===== src/rtl/calc_pkg.sv =====
// Shared types for the 4-bit calculator: opcode enum used by the core and
// the operand sequencer's state encoding (also exported on the phase LEDs).
package calc_pkg;

  localparam int unsigned OP_W    = 2;
  localparam int unsigned STATE_W = 3;

  typedef enum logic [OP_W-1:0] {
    ADD = 2'b00,
    SUB = 2'b01,
    OR  = 2'b10,
    NEQ = 2'b11
  } calc_op_t;

  typedef enum logic [STATE_W-1:0] {
    GET_A    = 3'd0,
    GET_B    = 3'd1,
    GET_OP   = 3'd2,
    ISSUE    = 3'd3,
    WAIT_RSP = 3'd4,
    SHOW     = 3'd5
  } seq_state_t;

endpackage


===== src/rtl/btn_debounce.sv =====
// Raw push button to one-cycle press pulse: 2-flop synchronizer, stability
// counter on the synchronized level, then rising-edge detect on the debounced level.
module btn_debounce #(
  parameter int unsigned DEBOUNCE_CYCLES = 16
) (
  input  logic clk,
  input  logic rst_n,
  input  logic btn_in,
  output logic pulse
);

  localparam int unsigned CNT_W = $clog2(DEBOUNCE_CYCLES + 1);

  logic [1:0]       r_sync;
  logic             r_level;
  logic             r_level_d;
  logic             r_pulse;
  logic [CNT_W-1:0] r_cnt;

  // Level flips only after DEBOUNCE_CYCLES consecutive disagreeing samples.
  always_ff @(posedge clk or negedge rst_n) begin
    if (!rst_n) begin
      r_sync    <= 2'b00;
      r_level   <= 1'b0;
      r_level_d <= 1'b0;
      r_pulse   <= 1'b0;
      r_cnt     <= '0;
    end else begin
      r_sync    <= {r_sync[0], btn_in};
      r_level_d <= r_level;
      r_pulse   <= r_level & ~r_level_d;
      if (r_sync[1] != r_level) begin
        if (r_cnt == CNT_W'(DEBOUNCE_CYCLES - 1)) begin
          r_level <= r_sync[1];
          r_cnt   <= '0;
        end else begin
          r_cnt <= r_cnt + CNT_W'(1);
        end
      end else begin
        r_cnt <= '0;
      end
    end
  end

  assign pulse = r_pulse;

endmodule


===== src/rtl/calc_operand_sequencer.sv =====
// Front-end sequencer: collects A, B and opcode from switches on debounced
// button presses, issues one request to the calculator core and holds the result.
module calc_operand_sequencer
  import calc_pkg::*;
#(
  parameter int unsigned WIDTH           = 4,
  parameter int unsigned DEBOUNCE_CYCLES = 16
) (
  input  logic             clk,
  input  logic             rst_n,
  input  logic [WIDTH-1:0] sw_in,
  input  logic [1:0]       op_in,
  input  logic             btn_enter,
  input  logic             btn_clear,
  output logic             req_valid,
  input  logic             req_ready,
  output logic [WIDTH-1:0] req_a,
  output logic [WIDTH-1:0] req_b,
  output logic [1:0]       req_op,
  input  logic             rsp_valid,
  input  logic [WIDTH-1:0] rsp_data,
  output logic [WIDTH-1:0] disp_value,
  output logic [2:0]       phase,
  output logic             busy
);

  logic             w_enter_p;
  logic             w_clear_p;
  logic [WIDTH-1:0] w_disp;

  seq_state_t       r_state;
  logic             r_req_valid;
  logic             r_busy;
  logic [WIDTH-1:0] r_req_a;
  logic [WIDTH-1:0] r_req_b;
  calc_op_t         r_req_op;
  logic [WIDTH-1:0] r_result;

  btn_debounce #(.DEBOUNCE_CYCLES(DEBOUNCE_CYCLES)) u_enter_db (
    .clk    (clk),
    .rst_n  (rst_n),
    .btn_in (btn_enter),
    .pulse  (w_enter_p)
  );

  btn_debounce #(.DEBOUNCE_CYCLES(DEBOUNCE_CYCLES)) u_clear_db (
    .clk    (clk),
    .rst_n  (rst_n),
    .btn_in (btn_clear),
    .pulse  (w_clear_p)
  );

  // Sequencer FSM; req_valid/busy are updated on the same edge as the state.
  // Clear is ignored in ISSUE so an offered request is never withdrawn.
  always_ff @(posedge clk or negedge rst_n) begin
    if (!rst_n) begin
      r_state     <= GET_A;
      r_req_valid <= 1'b0;
      r_busy      <= 1'b0;
      r_req_a     <= '0;
      r_req_b     <= '0;
      r_req_op    <= ADD;
      r_result    <= '0;
    end else if (w_clear_p && (r_state != ISSUE)) begin
      r_state     <= GET_A;
      r_req_valid <= 1'b0;
      r_busy      <= 1'b0;
    end else begin
      case (r_state)
        GET_A: begin
          if (w_enter_p) begin
            r_req_a <= sw_in;
            r_state <= GET_B;
          end
        end
        GET_B: begin
          if (w_enter_p) begin
            r_req_b <= sw_in;
            r_state <= GET_OP;
          end
        end
        GET_OP: begin
          if (w_enter_p) begin
            r_req_op    <= calc_op_t'(op_in);
            r_state     <= ISSUE;
            r_req_valid <= 1'b1;
            r_busy      <= 1'b1;
          end
        end
        ISSUE: begin
          if (req_ready) begin
            r_req_valid <= 1'b0;
            r_state     <= WAIT_RSP;
          end
        end
        WAIT_RSP: begin
          if (rsp_valid) begin
            r_result <= rsp_data;
            r_state  <= SHOW;
            r_busy   <= 1'b0;
          end
        end
        SHOW: begin
          if (w_enter_p) begin
            r_state <= GET_A;
          end
        end
        default: begin
          r_state     <= GET_A;
          r_req_valid <= 1'b0;
          r_busy      <= 1'b0;
        end
      endcase
    end
  end

  // Display source follows the phase so the switches are live while entering.
  always_comb begin
    w_disp = sw_in;
    case (r_state)
      GET_OP:          w_disp = WIDTH'(op_in);
      ISSUE, WAIT_RSP: w_disp = r_req_b;
      SHOW:            w_disp = r_result;
      default:         w_disp = sw_in;
    endcase
  end

  assign req_valid  = r_req_valid;
  assign req_a      = r_req_a;
  assign req_b      = r_req_b;
  assign req_op     = r_req_op;
  assign busy       = r_busy;
  assign phase      = r_state;
  assign disp_value = w_disp;

endmodule


===== config.mk =====
export PLATFORM = sky130hd
export DESIGN_NAME = calc_operand_sequencer
export DESIGN_NICKNAME = d
export VERILOG_FILES = /design/src/rtl/calc_pkg.sv /design/src/rtl/btn_debounce.sv /design/src/rtl/calc_operand_sequencer.sv
export SDC_FILE = /design/constraint.sdc
export NUM_CORES = 1
export LEC_CHECK = 0
export CAP_MARGIN = 15
export CORE_AREA = 2 2 88 90
export CTS_CLUSTER_SIZE = 16
export DETAILED_ROUTE_END_ITERATION = 6
export DIE_AREA = 0 0 90 92
export DONT_BUFFER_PORTS = 1
export PLACE_DENSITY = 0.33
export SLEW_MARGIN = 20
export SYNTH_ARGS = -nofsm -noshare
export SYNTH_HDL_FRONTEND = slang
export SYNTH_SLANG_ARGS = --single-unit

===== constraint.sdc =====
create_clock -name clk -period 2.45 [get_ports clk]
set_clock_uncertainty 0.05 [all_clocks]
set_input_delay 0.1225 -clock clk [delete_from_list [all_inputs] [get_ports clk]]
set_output_delay 0.1225 -clock clk [all_outputs]
set_load 0.01 [all_outputs]

==> impl_metrics.py, run 1 <==
metrics = {
    "power": {
        "ir_drop_uv": 196,
        "power.density_nw_per_um2": 656,
        "p_leak_uw": 0.000946,
        "finalPower_uw": 1380,
    },
    "clock_tree": {
        "cts_setup_buffers": 0,
        "path_clk_slew_ns": 0.08,
        "clk_path_buf_depth": 2,
        "postCtsHoldBufs": 15,
        "cts_tree": "built",
        "htreeDepth": 2,
        "cts_buffers": 5,
        "clock-sinks": 39,
        "cts.repair.resized": 0,
        "clkLatencyLatePin_ns": 0.29,
        "root_buffer": "clkbuf_8",
    },
    "synth": {
        "syn-instance-count": 142,
        "syn_area_um2": 1730,
        "async_reset_ff_frac": 1.00,
        "synth_flop_cell": "dfrtp_1",
        "ys_seq_area_frac": 0.564,
        "ys_ff_latch": 39,
        "synth_top_area_frac": 0.564,
        "synth.avg_cell_area_um2": 12.2,
        "synth.distinct_cells": 37,
        "syn-num-nets": 160,
        "yosysWarnings": 0,
        "synth_edf_count": 0,
        "synth_area_leaders": "dfrtp_1 (56%), mux2_2 (5.2%), mux2_4 (3.5%)",
        "synth.largest_area_cell": "dfrtp_1",
    },
    "worst_hold_path": {
        "hp-class": "input port to flop",
    },
    "sta": {
        "rsz0062_at_grt": "false",
        "fmax_mhz": 440,
        "hold_viol": 0,
        "worst_pin_slew_ns": 0.601,
        "drv_slew": 0,
        "finalWorstPathRequiredPeriod_ns": 2.27,
        "fin_setup_tns_ns": 0,
        "relSlewSlack": 0.596,
        "min_period_over_period": 0.927,
        "hold_ws_ns": 0.0506,
        "setup_violations": 0,
    },
    "global_routing": {
        "antenna_found_initial": 0,
        "grt_pass1_wl_um": 6360,
        "track_usage": 0.0991,
        "grt_pass1_vias": 1179,
        "grt_overflow_total": 0,
        "grt_max_degree": 40,
    },
    "cells_and_area": {
        "nNetsFinal": 176,
        "final_cells": 261,
        "antenna_cells": 0,
        "syn_to_final_growth_pct": 21.4,
        "drive_gt1_frac": 0.170,
        "most-common-layout-cells": "dfrtp_1 (39), dlygate4sd3_1 (14), nor2_1 (10)",
        "design_area_um2": 2100,
        "final_common_cell": "dfrtp_1",
    },
    "place": {
        "port_buffers": 0,
        "place_hpwl_um": 2730,
        "gp_congestion": 0.731,
        "placed_area_um2": 1830,
        "dp_cells": 238,
    },
    "drt": {
        "viasPerCell": 4.49,
        "drc": 0,
        "dr.pass1.iters": 4,
        "drt-total-wl_um": 3950,
        "ant_nets": 0,
        "drtIter0Drc": 58,
        "wire_per_inst_um": 15.1,
        "vias": 1173,
    },
    "floorplanning": {
        "core_um2": 7450,
        "num_rows": 32,
        "die_x_um": 90,
        "dieHeight_um": 92,
        "start_util": 0.232,
        "die_area_um2": 8280,
        "ios": 35,
    },
    "worst_setup_path": {
        "crit_path_end": "disp_value[2]",
        "cp_max_fo": 16,
        "crit_start": "phase[1]",
        "rrSetupSlack_ns": 0.44,
        "regToRegEndpoint": "req_op[1]",
        "regToRegStartpoint": "phase[1]",
        "endpoint_kind": "output pin",
        "worstSetupStartpointType": "flop",
        "timing_worst_setup_path_type": "flop to output pin",
        "critPathRequiredTime_ns": 2.28,
        "arrival_ns": 2.10,
        "reg2reg_depth": 3,
    },
    "status": {
        "outcome": "complete, no violations",
    },
    "flow_run": {
        "maxCapViolations": 0,
    },
}
-- metal layers --
layer / vias to the layer above / wire length (µm) / global-route usage
met2: 32 / 1820 / 0.152
met3: 7 / 310 / 0.0411
li1: 537 / - / -
met5: - / 0 / 0
met1: 597 / 1750 / 0.126
met4: 0 / 62 / 0.0346
-- cells by family after synthesis --
logic type	share of synthesized area
compound gates	0.0926
xor+xnor	0.0304
fa+ha+maj	0.0145
buf+inv	0.0239
flops	0.564
mux	0.125
simple gates	0.149
-- power breakdown --
| part | leakage, µW | switching, µW | internal [µW] |
|---|---|---|---|
| Clock | 0.0000581 | 234 | 303 |
| Sequential | 0.000496 | 38.1 | 677 |
| Combinational | 0.000392 | 62.3 | 62.3 |
| Total | 0.000946 | 334 | 1040 |
-- registers in the layout (all words and copies together) (netlist names) --
signal / count
req_op: 2
req_valid: 1
u_clear_db.r_cnt: 5
u_enter_db.pulse: 1
u_enter_db.r_level: 1
u_clear_db.pulse: 1
req_b: 4
u_clear_db.r_sync: 2
u_clear_db.r_level_d: 1
u_enter_db.r_cnt: 5
u_enter_db.r_sync: 2
phase: 3
r_result: 4
req_a: 4
busy: 1
u_enter_db.r_level_d: 1
u_clear_db.r_level: 1
-- metrics by stage --
| stage | setup slack [ns] | utilization |
|---|---|---|
| 2_1_floorplan | 0.806 | - |
| 3_3_place_gp | 0.502 | 0.245 |
| 3_5_place_dp | 0.464 | 0.245 |
| 4_1_cts | 0.183 | 0.282 |
| 5_1_grt | 0.0146 | 0.282 |
| 6_report | 0.180 | 0.282 |
-- Yosys cell counts, drive strengths merged, types with 2 or more instances --
master and instances:
nor2b 6, nor3 2, a22oi 2, or4 2, o22ai 2, nand3 7, nor2 10, clkbuf 3
nor4 2, a31o 2, buf 4, a221oi 4, mux2 17, a21oi 5, and2 4, nand2 6
xor2 6, and3 2, dfrtp 39, o21ai 6, nand2b 2, ha 2
-- worst min-delay path by stage --
| stage | from | depth (start not counted) | slack [ns] | end |
|---|---|---|---|---|
| after floorplan | rst_n | 0 | -0.22 | busy |
| after global placement | rst_n | 0 | -0.22 | req_a[2] |
| after detailed placement | rst_n | 0 | -0.22 | req_b[3] |
| after CTS | req_ready | 3 | 0.05 | phase[1] |
| after global routing | rsp_valid | 3 | 0.07 | phase[0] |
| final | req_ready | 3 | 0.05 | phase[1] |
-- final cells by class --
cell class	instances	area (µm²)
flip-flops and latches	39	976
fillers	796	5350
clock buffers	5	68.8
repair buffers	16	168
well taps	102	128
clock inverters	3	43.8
inverters	1	3.75
multi-input cells	95	712
-- worst max-delay path, cell delays in order (launching register included) --
cell and delay (ns):
dfrtp_1 0.73, nor2b_1 0.53, a22oi_1 0.15, o22ai_1 0.20, a31o_1 0.19
(Power assumes the default switching activity.)
==> inputs of run 2 (changes only) <==
==> constraint.sdc (replaced) <==
create_clock -name clk -period 2.4 [get_ports clk]
set_clock_uncertainty 0.05 [all_clocks]
set_input_delay 0.12 -clock clk [delete_from_list [all_inputs] [get_ports clk]]
set_output_delay 0.12 -clock clk [all_outputs]
set_load 0.01 [all_outputs]
==> impl_metrics.py, run 2 (synthesis results as in run 1) <==
metrics = {
    "clock_tree": {
        "clkLatencyLatePin_ns": 0.28,
        "cts_buffers": 5,
        "htreeDepth": 2,
        "cts_tree": "built",
        "clk_path_buf_depth": 2,
        "path_clk_slew_ns": 0.07,
        "clock-sinks": 39,
        "cts_setup_buffers": 0,
        "root_buffer": "clkbuf_8",
    },
    "cells_and_area": {
        "drive_gt1_frac": 0.163,
        "most-common-layout-cells": "dfrtp_1 (39), dlygate4sd3_1 (14), nor2_1 (10)",
        "antenna_cells": 0,
        "design_area_um2": 2080,
        "nNetsFinal": 177,
        "final_cells": 262,
        "final_common_cell": "dfrtp_1",
        "syn_to_final_growth_pct": 20.0,
        "fill_cells": 808,
        "top_regs": "u_clear_db.r_cnt x5, u_enter_db.r_cnt x5",
    },
    "status": {
        "outcome": "complete, no violations",
    },
    "drt": {
        "vias": 1168,
        "ant_nets": 0,
        "drt-total-wl_um": 3990,
        "drc": 0,
        "wire_per_inst_um": 15.2,
        "viasPerCell": 4.46,
        "drtIter0Drc": 44,
        "dr.pass1.iters": 4,
    },
    "worst_setup_path": {
        "timing_worst_setup_path_type": "flop to output pin",
        "crit_slowest_cell": "dfrtp_1",
        "endpoint_kind": "output pin",
        "worstSetupStartpointType": "flop",
        "rrSetupSlack_ns": 0.52,
        "crit_chain": "nor2b_1, a22oi_1, o22ai_1, a31o_1",
        "cp_max_fo": 13,
        "critPathRequiredTime_ns": 2.23,
        "arrival_ns": 1.94,
        "critPathMaxStageDelay_ns": 0.63,
    },
    "global_routing": {
        "grt_pass1_wl_um": 6590,
        "track_usage": 0.104,
        "grt_busiest_layer": "met2",
        "use_met2": 0.166,
        "use_met3": 0.0419,
        "grt_pass1_vias": 1240,
        "grt_overflow_total": 0,
        "use_met1": 0.126,
        "antenna_found_initial": 0,
        "grt_max_degree": 40,
    },
    "floorplanning": {
        "die_area_um2": 8280,
        "start_util": 0.232,
        "dieHeight_um": 92,
        "core_um2": 7450,
        "ios": 35,
        "num_rows": 32,
        "die_x_um": 90,
    },
    "place": {
        "placed_area_um2": 1830,
        "port_buffers": 0,
        "dp_cells": 239,
        "gp_congestion": 0.715,
        "place_hpwl_um": 2780,
    },
    "sta": {
        "hold_viol": 0,
        "relSlewSlack": 0.621,
        "finalWorstPathRequiredPeriod_ns": 2.11,
        "setup_violations": 0,
        "worst_pin_slew_ns": 0.568,
        "fmax_mhz": 475,
        "fin_setup_tns_ns": 0,
        "min_period_over_period": 0.878,
        "hold_ws_ns": 0.0511,
        "rsz0062_at_grt": "false",
        "drv_slew": 0,
    },
    "power": {
        "ir_drop_uv": 161,
        "p_leak_uw": 0.000936,
        "power.density_nw_per_um2": 618,
    },
    "worst_hold_path": {
        "hp-class": "input port to flop",
    },
    "flow_run": {
        "maxCapViolations": 0,
    },
}
==> run 2: cell count changes in the layout (fill, tap and decap cells not counted), sizes merged <==
| cell | before | now |
|---|---|---|
| clkbuf | 5 | 7 |
| clkinv | 2 | 1 |
| bufinv | 1 | 0 |
| buf | 2 | 3 |
==> run 2: cell type report <==
class / instances / area (µm²) / area share
Sequential cell: 39 / 976 / 0.470
Clock buffer: 7 / 76.3 / 0.0368
Clock inverter: 1 / 5.00 / 0.00241
Tap cell: 102 / 128 / 0.0615
Multi-Input combinational cell: 95 / 712 / 0.343
Timing Repair Buffer: 17 / 175 / 0.0844
Inverter: 1 / 3.75 / 0.00181
==> run 2: repair_timing <==
action | 4_1_cts | 5_1_grt
resized for setup | 0 | 0
hold buffers | 15 | 0
hold endpoints to repair | 57 | 0
==> run 2: worst paths after layout <==
path                                      start              endpoint  cells after the start
setup / recovery                       phase[2]         disp_value[2]                      4
min in group asynchronous                 rst_n              req_b[2]                      2
hold reg to reg            u_enter_db.r_sync[0]  u_enter_db.r_sync[1]                      0
max in group asynchronous                 rst_n  u_clear_db.r_sync[0]                      2
hold / removal                        rsp_valid                  busy                      3
setup reg to reg                       phase[2]             req_op[0]                      3
==> run 2: stage by stage <==
step	util	setup WS [ns]	power [µW]
after global placement	0.246	0.508	829
after floorplan	-	0.756	807
final	0.279	0.293	1280
after CTS	0.279	0.295	1310
after detailed placement	0.246	0.507	830
after global routing	0.279	0.164	1370
==> run 2: layer usage <==
metal	share of wire	wire length (µm)	up-vias
li1	-	-	541
met1	0.44	1760	592
met2	0.47	1890	29
met3	0.071	284	6
met4	0.014	55	0
met5	0	0	-
==> run 2: where the power goes <==
| group | leakage, µW | internal [µW] | switching [µW] |
|---|---|---|---|
| combinational | 0.000398 | 63.8 | 64.4 |
| clock | 0.0000422 | 204 | 224 |
| sequential | 0.000496 | 691 | 35.1 |
==> run 2: worst max-delay path: cells and delay by family (launching register included) <==
family / cells / cell delay, ns
flops: 1 / 0.63
compound gates: 3 / 0.53
simple gates: 1 / 0.49
==> inputs of run 3 (changes only) <==
--- a/config.mk
+++ b/config.mk
@@ -6,11 +6,12 @@
 export NUM_CORES = 1
 export LEC_CHECK = 0
 export CAP_MARGIN = 15
-export CORE_AREA = 2 2 88 90
+export CORE_AREA = 2 2 113 71
 export CTS_CLUSTER_SIZE = 16
 export DETAILED_ROUTE_END_ITERATION = 6
-export DIE_AREA = 0 0 90 92
+export DIE_AREA = 0 0 115 73
 export DONT_BUFFER_PORTS = 1
+export GPL_ROUTABILITY_DRIVEN = 0
 export PLACE_DENSITY = 0.33
 export SLEW_MARGIN = 20
 export SYNTH_ARGS = -nofsm -noshare
==> impl_metrics.py, run 3 (synthesis results as in run 1) <==
metrics = {
    "sta": {
        "finalWorstPathRequiredPeriod_ns": 2.14,
        "setup_slack_ns": 0.264,
        "fin_setup_tns_ns": 0,
        "min_period_over_period": 0.890,
        "rsz0062_at_grt": "false",
        "drv_slew": 0,
        "relSlewSlack": 0.617,
        "hold_viol": 0,
        "worst_pin_slew_ns": 0.574,
        "setup_violations": 0,
        "fmax_mhz": 468,
    },
    "clock_tree": {
        "cts_tree": "built",
        "clock-sinks": 39,
        "path_clk_slew_ns": 0.05,
        "clk_path_buf_depth": 2,
        "cts_setup_buffers": 0,
        "root_buffer": "clkbuf_16",
        "clkLatencyLatePin_ns": 0.28,
        "cts_buffers": 5,
        "htreeDepth": 2,
        "cts.repair.resized": 0,
    },
    "worst_setup_path": {
        "critPathRequiredTime_ns": 2.23,
        "worstSetupStartpointType": "flop",
        "crit_chain": "nor2b_1, a22oi_1, o22ai_1, a31o_1",
        "path_buf_inv": 0,
        "timing_worst_setup_path_type": "flop to output pin",
        "crit_family": "flip-flops",
        "crit_slowest_cell": "dfrtp_1",
        "critPathMaxStageDelay_ns": 0.58,
        "endpoint_kind": "output pin",
        "cp_max_fo": 11,
        "arrival_ns": 1.97,
    },
    "cells_and_area": {
        "top_regs": "u_clear_db.r_cnt x5, u_enter_db.r_cnt x5",
        "nNetsFinal": 178,
        "syn_to_final_growth_pct": 23.5,
        "drive_gt1_frac": 0.175,
        "antenna_cells": 0,
        "most-common-layout-cells": "dfrtp_1 (39), dlygate4sd3_1 (14), nor2_1 (10)",
        "fill_cells": 766,
        "final_common_cell": "dfrtp_1",
    },
    "floorplanning": {
        "ios": 35,
        "start_util": 0.230,
        "core_um2": 7510,
        "dieHeight_um": 73,
        "num_rows": 25,
        "die_x_um": 115,
        "die_area_um2": 8400,
    },
    "status": {
        "outcome": "complete, no violations",
    },
    "global_routing": {
        "grt_pass1_vias": 1131,
        "grt_pass1_wl_um": 6290,
        "grt_overflow_total": 0,
        "track_usage": 0.104,
        "antenna_found_initial": 0,
        "grt_max_degree": 40,
    },
    "power": {
        "power.density_nw_per_um2": 707,
        "ir_drop_uv": 254,
        "p_leak_uw": 0.000972,
    },
    "flow_run": {
        "maxCapViolations": 0,
    },
    "place": {
        "place_hpwl_um": 2940,
        "port_buffers": 0,
        "dpl_worst_slack_ns": 0.441,
    },
    "drt": {
        "dr.pass1.iters": 4,
        "drc": 0,
        "viasPerCell": 4.65,
        "drt-total-wl_um": 4060,
        "vias": 1181,
        "ant_nets": 0,
        "drtIter0Drc": 65,
        "wire_per_inst_um": 16.0,
    },
    "worst_hold_path": {
        "hp-class": "input port to flop",
    },
}
run 3: changes by cell type in the layout (fill, tap and decap cells not counted), sizes merged:
cell,change
buf,+1
clkbuf,-1
run 3: layer usage:
layer / up-vias / global-route usage / share of wire
li1: 544 / - / -
met4: 0 / 0.0361 / 0.013
met3: 8 / 0.0623 / 0.14
met1: 582 / 0.156 / 0.50
met5: - / 0 / 0
met2: 47 / 0.116 / 0.35
run 3: final timing paths:
check,start,to,slack [ns],depth (start not counted)
max in group asynchronous,rst_n,u_enter_db.r_level_d,1.85,2
max reg2reg,phase[2],r_result[1],0.48,4
max,phase[1],disp_value[3],0.26,4
min,req_ready,phase[2],0.03,2
min reg2reg,u_clear_db.r_sync[0],u_clear_db.r_sync[1],0.30,0
min in group asynchronous,rst_n,req_op[0],0.25,2
run 3: worst reg2reg max path: stages, from the launching register on:
cell	delay, ns
dfrtp_1	0.62
and2b_1	0.29
nand2_1	0.12
nor3_2	0.35
mux2_2	0.39
run 3: stage by stage:
| step | total power (µW) | instances | utilization | instance area, µm² | hold WS, ns |
|---|---|---|---|---|---|
| 6_report | 1510 | 254 | 0.285 | 2140 | 0.0328 |
| 5_1_grt | 1590 | 254 | 0.285 | 2140 | 0.0652 |
| 4_1_cts | 1540 | 254 | 0.285 | 2140 | 0.0214 |
| 3_5_place_dp | 835 | 232 | 0.244 | 1830 | -0.224 |
| 3_3_place_gp | 834 | 232 | 0.244 | 1830 | -0.225 |
| 2_1_floorplan | 807 | 142 | - | 1730 | -0.226 |
run 3: area by class of cell:
type	instances	area (µm²)	area share
Inverter	1	3.75	0.00176
Clock buffer	6	139	0.0650
Clock inverter	1	5.00	0.00234
Timing Repair Buffer	18	183	0.0855
Multi-Input combinational cell	95	712	0.333
Tap cell	94	118	0.0551
Sequential cell	39	976	0.457
run 3: what timing repair did:
item	CTS	global route
endpoints found under the hold margin	56	0
setup endpoints to repair	0	0
hold buffers	15	0
run 3: power by group:
part           switching [µW]  internal (µW)  leakage [µW]  total [µW]
clock                     244            405     0.0000727         650
combinational            67.6           63.8      0.000403         131
sequential               36.1            692      0.000496         728
total                     348           1160      0.000972        1510
